$ cat src/rtl/mc_ctrl_pkg.sv
// Shared encodings for the multicycle ARM controller: FSM states, datapath
// select codes, ALU commands, condition codes and the per-state control word.
package mc_ctrl_pkg;

  typedef enum logic [3:0] {
    S_FETCH, S_DECODE, S_MEMADR, S_MEMRD, S_MEMWB,
    S_MEMWR, S_EXECR, S_EXECI, S_ALUWB, S_BRANCH
  } state_e;

  localparam logic [1:0] ALU_ADD = 2'b00, ALU_SUB = 2'b01, ALU_AND = 2'b10, ALU_ORR = 2'b11;
  localparam logic [1:0] SRCB_REG = 2'b00, SRCB_IMM = 2'b01, SRCB_FOUR = 2'b10;
  localparam logic [1:0] RES_ALUOUT = 2'b00, RES_DATA = 2'b01, RES_ALURES = 2'b10;
  localparam logic [1:0] IMM_8 = 2'b00, IMM_12 = 2'b01, IMM_24 = 2'b10;

  localparam logic [3:0] CMD_AND = 4'b0000, CMD_SUB = 4'b0010, CMD_ADD = 4'b0100,
                         CMD_CMP = 4'b1010, CMD_ORR = 4'b1100;

  localparam logic [3:0] COND_EQ = 4'h0, COND_NE = 4'h1, COND_CS = 4'h2, COND_CC = 4'h3,
                         COND_MI = 4'h4, COND_PL = 4'h5, COND_VS = 4'h6, COND_VC = 4'h7,
                         COND_HI = 4'h8, COND_LS = 4'h9, COND_GE = 4'hA, COND_LT = 4'hB,
                         COND_GT = 4'hC, COND_LE = 4'hD, COND_AL = 4'hE, COND_NV = 4'hF;

  typedef struct packed {
    logic       ir_write;
    logic       next_pc;
    logic       adr_src;
    logic       alu_src_a;
    logic [1:0] alu_src_b;
    logic [1:0] result_src;
    logic       alu_op;
    logic       reg_w;
    logic       mem_w;
    logic       branch;
  } ctrl_t;

  function automatic ctrl_t state_ctrl(input state_e s);
    ctrl_t c;
    c = '0;
    case (s)
      S_FETCH:  begin c.ir_write = 1'b1; c.next_pc = 1'b1; c.alu_src_a = 1'b1;
                      c.alu_src_b = SRCB_FOUR; c.result_src = RES_ALURES; end
      S_DECODE: begin c.alu_src_a = 1'b1; c.alu_src_b = SRCB_FOUR; c.result_src = RES_ALURES; end
      S_MEMADR: c.alu_src_b = SRCB_IMM;
      S_MEMRD:  c.adr_src = 1'b1;
      S_MEMWB:  begin c.result_src = RES_DATA; c.reg_w = 1'b1; end
      S_MEMWR:  begin c.adr_src = 1'b1; c.mem_w = 1'b1; end
      S_EXECR:  begin c.alu_src_b = SRCB_REG; c.alu_op = 1'b1; end
      S_EXECI:  begin c.alu_src_b = SRCB_IMM; c.alu_op = 1'b1; end
      S_ALUWB:  begin c.result_src = RES_ALUOUT; c.reg_w = 1'b1; end
      S_BRANCH: begin c.alu_src_b = SRCB_IMM; c.result_src = RES_ALURES; c.branch = 1'b1; end
      default:  c = '0;
    endcase
    return c;
  endfunction

  // nzcv = {N,Z,C,V}
  function automatic logic cond_holds(input logic [3:0] cond, input logic [3:0] nzcv);
    logic n, z, c, v;
    {n, z, c, v} = nzcv;
    case (cond)
      COND_EQ: cond_holds = z;
      COND_NE: cond_holds = !z;
      COND_CS: cond_holds = c;
      COND_CC: cond_holds = !c;
      COND_MI: cond_holds = n;
      COND_PL: cond_holds = !n;
      COND_VS: cond_holds = v;
      COND_VC: cond_holds = !v;
      COND_HI: cond_holds = c & !z;
      COND_LS: cond_holds = !c | z;
      COND_GE: cond_holds = (n == v);
      COND_LT: cond_holds = (n != v);
      COND_GT: cond_holds = !z & (n == v);
      COND_LE: cond_holds = z | (n != v);
      COND_AL: cond_holds = 1'b1;
      default: cond_holds = 1'b0;
    endcase
  endfunction

endpackage

$ cat src/rtl/mc_controller_cond.sv
// Architectural NZCV register plus the condition-pass flop that gates every
// write of the instruction in flight.
module cond_unit
  import mc_ctrl_pkg::*;
(
  input  logic       clk,
  input  logic       reset,
  input  logic [3:0] cond,
  input  logic [3:0] alu_flags,
  input  logic       cond_latch,
  input  logic       flag_upd,
  input  logic       cv_upd,
  output logic       cond_ex_q
);

  logic [3:0] flags_q, flags_d;
  logic       cond_ex_d;

  always_comb begin
    flags_d   = flags_q;
    cond_ex_d = cond_ex_q;
    if (cond_latch) cond_ex_d = cond_holds(cond, flags_q);
    // Logic ops leave C/V untouched; only add/sub-class commands own them.
    if (flag_upd && cond_ex_q) begin
      flags_d[3:2] = alu_flags[3:2];
      if (cv_upd) flags_d[1:0] = alu_flags[1:0];
    end
  end

  always_ff @(posedge clk) begin
    if (reset) begin
      flags_q   <= 4'b0000;
      cond_ex_q <= 1'b0;
    end else begin
      flags_q   <= flags_d;
      cond_ex_q <= cond_ex_d;
    end
  end

endmodule

$ cat src/rtl/mc_controller.sv
// Multicycle ARM control unit: instruction FSM with a registered per-state
// control word, ALU/immediate decoders and condition-gated write enables.
module mc_controller
  import mc_ctrl_pkg::*;
(
  input  logic       clk,
  input  logic       reset,
  input  logic [3:0] Cond,
  input  logic [1:0] Op,
  input  logic [5:0] Funct,
  input  logic [3:0] Rd,
  input  logic [3:0] ALUFlags,
  output logic       PCWrite,
  output logic       MemWrite,
  output logic       RegWrite,
  output logic       IRWrite,
  output logic       AdrSrc,
  output logic       ALUSrcA,
  output logic [1:0] ALUSrcB,
  output logic [1:0] ResultSrc,
  output logic [1:0] ImmSrc,
  output logic [1:0] RegSrc,
  output logic [1:0] ALUControl
);

  state_e     state_q, state_d;
  ctrl_t      ctrl_q, ctrl_d;
  logic [3:0] cmd;
  logic [1:0] alu_ctl;
  logic       dp_nowrite, cv_upd, no_write, pcs, cond_ex;

  always_comb begin
    state_d = S_FETCH;
    case (state_q)
      S_FETCH:  state_d = S_DECODE;
      S_DECODE: case (Op)
                  2'b00:   state_d = Funct[5] ? S_EXECI : S_EXECR;
                  2'b01:   state_d = S_MEMADR;
                  2'b10:   state_d = S_BRANCH;
                  default: state_d = S_FETCH;
                endcase
      S_MEMADR: state_d = Funct[0] ? S_MEMRD : S_MEMWR;
      S_MEMRD:  state_d = S_MEMWB;
      S_EXECR,
      S_EXECI:  state_d = S_ALUWB;
      default:  state_d = S_FETCH;
    endcase
    ctrl_d = state_ctrl(state_d);
  end

  always_ff @(posedge clk) begin
    if (reset) begin
      state_q <= S_FETCH;
      ctrl_q  <= state_ctrl(S_FETCH);
    end else begin
      state_q <= state_d;
      ctrl_q  <= ctrl_d;
    end
  end

  // Write suppression follows the command for the whole data-processing
  // instruction, so CMP stays silent in ALUWB where ALUOp is already low.
  always_comb begin
    cmd        = Funct[4:1];
    alu_ctl    = ALU_ADD;
    dp_nowrite = 1'b0;
    cv_upd     = 1'b0;
    case (cmd)
      CMD_ADD: begin alu_ctl = ALU_ADD; cv_upd = 1'b1; end
      CMD_SUB: begin alu_ctl = ALU_SUB; cv_upd = 1'b1; end
      CMD_AND: alu_ctl = ALU_AND;
      CMD_ORR: alu_ctl = ALU_ORR;
      CMD_CMP: begin alu_ctl = ALU_SUB; cv_upd = 1'b1; dp_nowrite = 1'b1; end
      default: dp_nowrite = 1'b1;
    endcase
  end

  always_comb begin
    ImmSrc = IMM_8;
    RegSrc = 2'b00;
    case (Op)
      2'b01:   begin ImmSrc = IMM_12; RegSrc = 2'b10; end
      2'b10:   begin ImmSrc = IMM_24; RegSrc = 2'b01; end
      default: begin ImmSrc = IMM_8;  RegSrc = 2'b00; end
    endcase
  end

  cond_unit u_cond (
    .clk        (clk),
    .reset      (reset),
    .cond       (Cond),
    .alu_flags  (ALUFlags),
    .cond_latch (state_q == S_DECODE),
    .flag_upd   ((state_q == S_EXECR || state_q == S_EXECI) && Funct[0]),
    .cv_upd     (cv_upd),
    .cond_ex_q  (cond_ex)
  );

  assign no_write   = (Op == 2'b00) && dp_nowrite;
  assign pcs        = ((Rd == 4'hF) && ctrl_q.reg_w) || ctrl_q.branch;
  assign PCWrite    = !reset && (ctrl_q.next_pc || (pcs && cond_ex));
  assign RegWrite   = !reset && ctrl_q.reg_w && cond_ex && !no_write;
  assign MemWrite   = !reset && ctrl_q.mem_w && cond_ex;
  assign IRWrite    = !reset && ctrl_q.ir_write;
  assign AdrSrc     = ctrl_q.adr_src;
  assign ALUSrcA    = ctrl_q.alu_src_a;
  assign ALUSrcB    = ctrl_q.alu_src_b;
  assign ResultSrc  = ctrl_q.result_src;
  assign ALUControl = ctrl_q.alu_op ? alu_ctl : ALU_ADD;

endmodule

$ cat config.mk
export PLATFORM = sky130hd
export DESIGN_NAME = mc_controller
export DESIGN_NICKNAME = d
export VERILOG_FILES = /design/src/rtl/mc_ctrl_pkg.sv /design/src/rtl/mc_controller_cond.sv /design/src/rtl/mc_controller.sv
export SDC_FILE = /design/constraint.sdc
export NUM_CORES = 1
export LEC_CHECK = 0
export CAP_MARGIN = 20
export CELL_PAD_IN_SITES_DETAIL_PLACEMENT = 0
export CELL_PAD_IN_SITES_GLOBAL_PLACEMENT = 1
export CORE_MARGIN = 5
export CORE_UTILIZATION = 43
export DETAILED_ROUTE_END_ITERATION = 8
export DONT_BUFFER_PORTS = 1
export GPL_TIMING_DRIVEN = 0
export PLACE_DENSITY_LB_ADDON = 0.1
export SYNTH_ARGS = -nofsm -noshare
export SYNTH_HDL_FRONTEND = slang
export SYNTH_SLANG_ARGS = --single-unit
$ cat constraint.sdc
create_clock -name clk -period 1.6 [get_ports clk]
set_input_delay 0.24 -clock clk [delete_from_list [all_inputs] [get_ports clk]]
set_output_delay 0.24 -clock clk [all_outputs]
set_load 0.01 [all_outputs]
==> summary.md, run 1 <==
| Metric | Value |
|---|---|
| Status | `finished clean` |
| CTS tree | `yes` |
| Slew Limit Fails | `0` |
| Total power | `0.995 mW` |
| Clk Tree Root Cell | `clkbuf_4` |
| Layout cells sized above 1 | `0.152` |
| Final HPWL DP | `approximately 1.8 mm` |
| Clk_skew | `approximately 2.1 ps` |
| Compound-cell area share of the yosys netlist | `0.201` |
| Placer Congestion | `between 0.7 and 0.8` |
| TritonCTS Buffers | `3` |
| Max clock buf depth | `2` |
| First-pass GRT wire length | `3.77 mm` |
| DRC | `0` |
| Synth Area in Adders | `0` |
| CTS Sinks | `19` |
| Core Rows | `18` |
| Chip width | `59.8 um` |
| CP max-delay cell | `a211oi_1` |
| Die area | `between 3000 and 4000 um^2` |
| Initial antenna violation count | `0` |
| Synth Register Bits | `19` |
| CP cell instances | `nand2b_1 -> a211oi_1` |
| Hold_sp | `ALUFlags[3]` |
| Sequential area share after synthesis | `0.357` |
| Worst r2r dst | `ALUSrcB[0]` |
| Synth Warn # | `0` |
| Core Region | `2430 um^2` |
| CP max stage delay | `around 410 ps` |
| Post-synthesis net count | `150` |
| Setup ws final | `142 ps` |
| Hold depth | `2` |
| End of the worst hold path | `u_cond.flags_q[3]` |
| F_max | `roughly 690 MHz` |
| Setup violators final | `0` |
| Synth Area in XOR/XNOR | `0.0165` |
| H-tree Lvls | `1` |
| Routed wire per std cell | `14.4 um` |
| Worst slack, placed | `just under 70 ps` |
| Area Overhead vs Synth | `8.23%` |
| CP max FO | `3` |
| Post-synthesis mux area share | `0.0564` |
| Die height | `approximately 60 um` |
| Largest net degree at the start of global routing | `12` |
| Setup TNS | `0 ps` |
| Worst-Skew Late Latency | `approximately 300 ps` |
| Post-Syn Area | `about 1100 um^2` |
| RSZ-0062 raised after global routing | `no` |
| CP endpoint kind | `output port` |
| Initial DRC count | `28` |
| Synth cell types | `41` |
| Fin crit period | `between 1000 and 1500 ps` |
| Global-route total usage across every layer | `0.140` |
| Max cap viols | `0` |
| Hold Path Class | `in2reg` |
| Relative slew slack | `0.650` |
| CTS clk-pin slew, worst paths | `about 110 ps` |
| Initial core utilization | `0.438` |
| Worst reg2reg setup slack | `between 150 and 200 ps` |
| Largest family of logic cells by synthesized area | `simple AND/OR/NAND/NOR gates` |
| FF-to-FF path depth | `5` |
| Worst Tran Pin Value | `roughly 520 ps` |
| Crit path launch type | `flop` |
| I/O pins | `38` |
| Drt total wl | `approximately 2.3 mm` |
| Final hold violation count | `0` |
| Top delay family on crit path | `compound AO/OA/AOI/OAI gates` |
| CP Class | `reg2out` |
| Simple-gate share of the synthesized area | `0.294` |
| Data required time of the critical path | `~1400 ps` |
| Leakage | `between 0.4 and 0.5 nW` |
| # diodes | `0` |
| Reg-to-Reg Start | `state_q[0]` |
| Crit path DAT | `1220 ps` |
| Worst VDD drop | `0.446 mV` |
| Vias/cell | `between 5 and 6` |
| Vias post-DR | `901` |
| Grt ovf | `0` |
| Vias in the first global route | `around 840` |
| Final ANT Viol Nets | `0` |
| Initial DRT Pass Iterations | `4` |
| Final worst-path cycle share | `0.911` |
| Syn avg cell area | `approximately 8.3 um^2` |
| Post-CTS Repair Setup Buffers | `0` |
| Syn Inst Count | `around 130` |
| Buf/Inv on CP | `0` |
| # nets final | `between 150 and 200` |
| PwrDens | `863 nW/um^2` |
| Number of buffers added on ports | `0` |
-- where the power goes --
| group | switching [mW] | leakage, nW | internal [mW] |
|---|---|---|---|
| combinational | 0.121 | 0.270 | 0.0903 |
| sequential | 0.0271 | 0.156 | 0.507 |
| clock | 0.156 | 0.0177 | 0.0933 |
-- worst max-delay path by stage --
stage                                   end        startpoint  slack, ps  cells past startpoint
after floorplan           u_cond.flags_q[0]        state_q[1]        250                      5
after global placement    u_cond.flags_q[0]        state_q[1]         90                      5
after detailed placement  u_cond.flags_q[0]        state_q[1]         70                      5
after CTS                 u_cond.flags_q[0]        state_q[1]         50                      5
after global routing      u_cond.flags_q[0]        state_q[1]         20                      5
final                              RegWrite  u_cond.cond_ex_q        140                      2
-- cell usage in the layout (no fill, tap or decap), drive strengths merged, types with 4 or more instances in the layout --
cell type	count
a21oi	5
buf	8
clkbuf	5
dfxtp	19
inv	5
mux2i	6
nand2	7
nand2b	4
nor2	18
nor2b	7
nor3	6
o21ai	4
-- flip-flops by register name, indices dropped and copies added, names as in the netlist --
| signal | count |
|---|---|
| state_q | 4 |
| ALUSrcB | 1 |
| ResultSrc | 2 |
| u_cond.cond_ex_q | 1 |
| ctrl_q | 5 |
| u_cond.flags_q | 4 |
| AdrSrc | 1 |
| ALUSrcA | 1 |
-- logic make-up (layout without fill, tap and decap cells) --
| logic type | after synthesis | after routing |
|---|---|---|
| muxes | 6 | 6 |
| xor gates and xnor gates | 2 | 2 |
| AOI/OAI and AO/OA | 29 | 29 |
| DFF | 19 | 19 |
| buffers and inverters | 15 | 19 |
| and+or+nand+nor | 57 | 57 |
-- per-layer routing --
metal / track usage / routed length, um
met4: 0.0665 / 42
met3: 0.0324 / 278
met1: 0.198 / 1090
met5: 0 / 0
met2: 0.198 / 928
-- layout make-up --
type                            instances  area [um^2]
Fill cell                             259         1280
Multi-Input combinational cell         94          626
Sequential cell                        19          382
Buffer                                 10         61.3
Tap cell                               30         37.5
Clock buffer                            3         22.5
Inverter                                5         18.8
Clock inverter                          1         5.00
-- repair_timing --
action	in CTS	in global routing
hold buffers	0	0
gates resized for setup	0	6
endpoints found under the setup margin	0	6
-- Yosys cell counts, drive strengths merged --
| master | count | area share |
|---|---|---|
| a31oi | 2 | 0.012 |
| dfxtp | 19 | 0.36 |
| nor2 | 18 | 0.063 |
| and3 | 1 | 0.0059 |
| or3b | 1 | 0.0082 |
| and2 | 1 | 0.0059 |
| nand2 | 7 | 0.025 |
| or2 | 1 | 0.0059 |
| nand4 | 2 | 0.018 |
| a211o | 2 | 0.016 |
| nand3b | 3 | 0.021 |
| nor4 | 1 | 0.0059 |
| and2b | 2 | 0.014 |
| a221o | 1 | 0.0094 |
| nor4b | 1 | 0.014 |
| mux2i | 6 | 0.056 |
| nand2b | 4 | 0.023 |
| o21ai | 4 | 0.019 |
| a311oi | 1 | 0.0082 |
| nor3 | 6 | 0.028 |
| o41ai | 1 | 0.0082 |
| clkbuf | 2 | 0.0071 |
| a211oi | 3 | 0.026 |
| xnor2 | 1 | 0.0082 |
| a21boi | 1 | 0.0071 |
| o21a | 3 | 0.021 |
| nor3b | 2 | 0.014 |
| inv | 5 | 0.018 |
| o221ai | 2 | 0.022 |
| o31ai | 1 | 0.0071 |
| xor2 | 1 | 0.0082 |
| nor2b | 7 | 0.041 |
| buf | 8 | 0.051 |
| o21bai | 3 | 0.021 |
| a21oi | 5 | 0.023 |
-- stage by stage --
step / util / area [um^2] / hold slack, ps / cells
2_1_floorplan: - / 1060 / 384 / 128
3_3_place_gp: 0.453 / 1100 / 389 / 158
3_5_place_dp: 0.453 / 1100 / 400 / 158
4_1_cts: 0.465 / 1130 / 79.1 / 162
5_1_grt: 0.474 / 1150 / 75.4 / 162
6_report: 0.474 / 1150 / 81.2 / 162
Note: power is estimated with default switching activity, not from simulation.
==> run 2: changes to the inputs <==
- CORE_MARGIN: 5 -> not set
- CTS_CLUSTER_SIZE: not set -> 25
==> run 2 against run 1 <==
Sequential power about the same. Cell area fell by 0.87%. Die area decreased by 25%. Clock skew decreased by 0.87 ps. Sequential share of layout area grew 0.18 points. Global-route usage rose by 3.9 points. First-iteration DRC count down 61%. Cell count fell by 1.2%. Combinational power is 2% lower. Critical path depth grew 3. Wire length shrank 6.7%. Core utilization rose by 2.8 points. Largest power group unchanged.
==> summary.md, run 2 (synthesized netlist as in run 1, its figures left out) <==
| Metric | Value |
|---|---|
| Status | `finished clean` |
| Relative slew slack | `0.628` |
| Global-route total usage across every layer | `0.179` |
| H-tree Lvls | `1` |
| Clk Tree Root Cell | `clkbuf_4` |
| First-pass GRT wire length | `3.53 mm` |
| Clk_skew | `around 1.3 ps` |
| PwrDens | `around 850 nW/um^2` |
| Placed cell area | `between 1000 and 1500 um^2` |
| Register area | `around 380 um^2` |
| DRC | `0` |
| Biggest regs | `ctrl_q (5), state_q (4), u_cond.flags_q (4)` |
| CTS Hold Buffers Added | `0` |
| Final ANT Viol Nets | `0` |
| Vias in the first global route | `827` |
| Routed wire per std cell | `13.6 um` |
| Final hold violation count | `0` |
| CTS Sinks | `19` |
| Initial core utilization | `0.468` |
| F_max | `approximately 670 MHz` |
| Core Rows | `17` |
| Core Region | `roughly 2300 um^2` |
| Initial antenna violation count | `0` |
| Drt total wl | `approximately 2.2 mm` |
| Worst Tran Pin Value | `around 550 ps` |
| Chip width | `between 50 and 60 um` |
| Filler instances | `approximately 230` |
| CP max FO | `7` |
| Die height | `51.8 um` |
| TritonCTS Buffers | `3` |
| CP Class | `reg2reg` |
| CTS clk-pin slew, worst paths | `~100 ps` |
| Crit path DAT | `about 1700 ps` |
| CTS tree | `yes` |
| Worst VDD drop | `about 0.57 mV` |
| Final instance area | `between 1000 and 1500 um^2` |
| Most common cell after layout, fill and taps aside | `dfxtp_1` |
| Number of buffers added on ports | `0` |
| Multi-input logic area | `621 um^2` |
| Largest net degree at the start of global routing | `11` |
| Commonest non-fill, non-tap cells in the layout | `19 x dfxtp_1, 17 x nor2_1, 7 x nor2b_1` |
| Die area | `2680 um^2` |
| Fin crit period | `approximately 1500 ps` |
| # diodes | `0` |
| CP endpoint kind | `flop` |
| Post_cts resized | `0` |
| I/O pins | `38` |
| Layout cells sized above 1 | `0.136` |
| # nets final | `about 160` |
| Final HPWL DP | `roughly 1.7 mm` |
| Slew Limit Fails | `0` |
| Fin cells | `between 150 and 200` |
| Vias/cell | `roughly 5.7` |
| Final worst-path cycle share | `0.932` |
| Initial DRT Pass Iterations | `4` |
| Grt ovf | `0` |
| Largest register FFs | `5` |
| Worst-Skew Late Latency | `approximately 290 ps` |
| Max cap viols | `0` |
| Placer Congestion | `~0.86` |
| Total power | `slightly below 1 mW` |
| Leakage | `between 0.4 and 0.5 nW` |
| Placed cell count | `around 160` |
| Max clock buf depth | `2` |
| Setup violators final | `0` |
| Post-CTS Repair Setup Buffers | `0` |
| Data required time of the critical path | `~1800 ps` |
| Area Overhead vs Synth | `7.29%` |
| Crit path launch type | `flop` |
| Vias post-DR | `909` |
| Setup TNS | `0 ps` |
| Hold Path Class | `in2reg` |
| Biggest register | `ctrl_q` |
| Initial DRC count | `11` |
run 2: routing by layer:
layer,routed length (um),vias to the layer above,track usage
li1,-,459,-
met3,128,0,0.0380
met4,0,0,0.0676
met2,942,34,0.271
met1,1110,416,0.248
met5,0,-,0
run 2: cell type report:
| cell class | instances | area share |
|---|---|---|
| buffer | 10 | 0.0537 |
| clock buffer | 4 | 0.0230 |
| inverter | 5 | 0.0164 |
| multi-input combinational | 94 | 0.543 |
| sequential | 19 | 0.333 |
| tap | 28 | 0.0307 |
run 2: path summary, 6_finish.rpt:
path / cells past startpoint / slack (ps) / end / from
max: 5 / 110 / u_cond.cond_ex_q / state_q[1]
min: 2 / 90 / u_cond.flags_q[3] / ALUFlags[3]
max reg2reg: 5 / 110 / u_cond.cond_ex_q / state_q[1]
min reg2reg: 2 / 560 / u_cond.flags_q[2] / u_cond.flags_q[2]
run 2: stage by stage:
step	hold WS, ps	utilization	worst slack [ps]
floorplan	384	-	249
global placement	390	0.483	89.6
detailed placement	395	0.483	80.3
CTS	83.3	0.495	66.9
global route	90.8	0.502	-31.4
finish	92.1	0.502	109
run 2: critical path: stages (launching register included):
cell      delay (ps)
dfxtp_1          360
nand2b_1         200
nor3_1           390
nor2b_1          110
a211oi_1         180
a311oi_1         120
run 2: power breakdown:
part / switching (mW) / internal [mW] / total [mW] / leakage [nW]
registers: 0.0260 / 0.507 / 0.533 / 0.155
clock network: 0.139 / 0.0968 / 0.235 / 0.0150
logic: 0.119 / 0.0873 / 0.206 / 0.266
total: 0.284 / 0.691 / 0.975 / 0.436
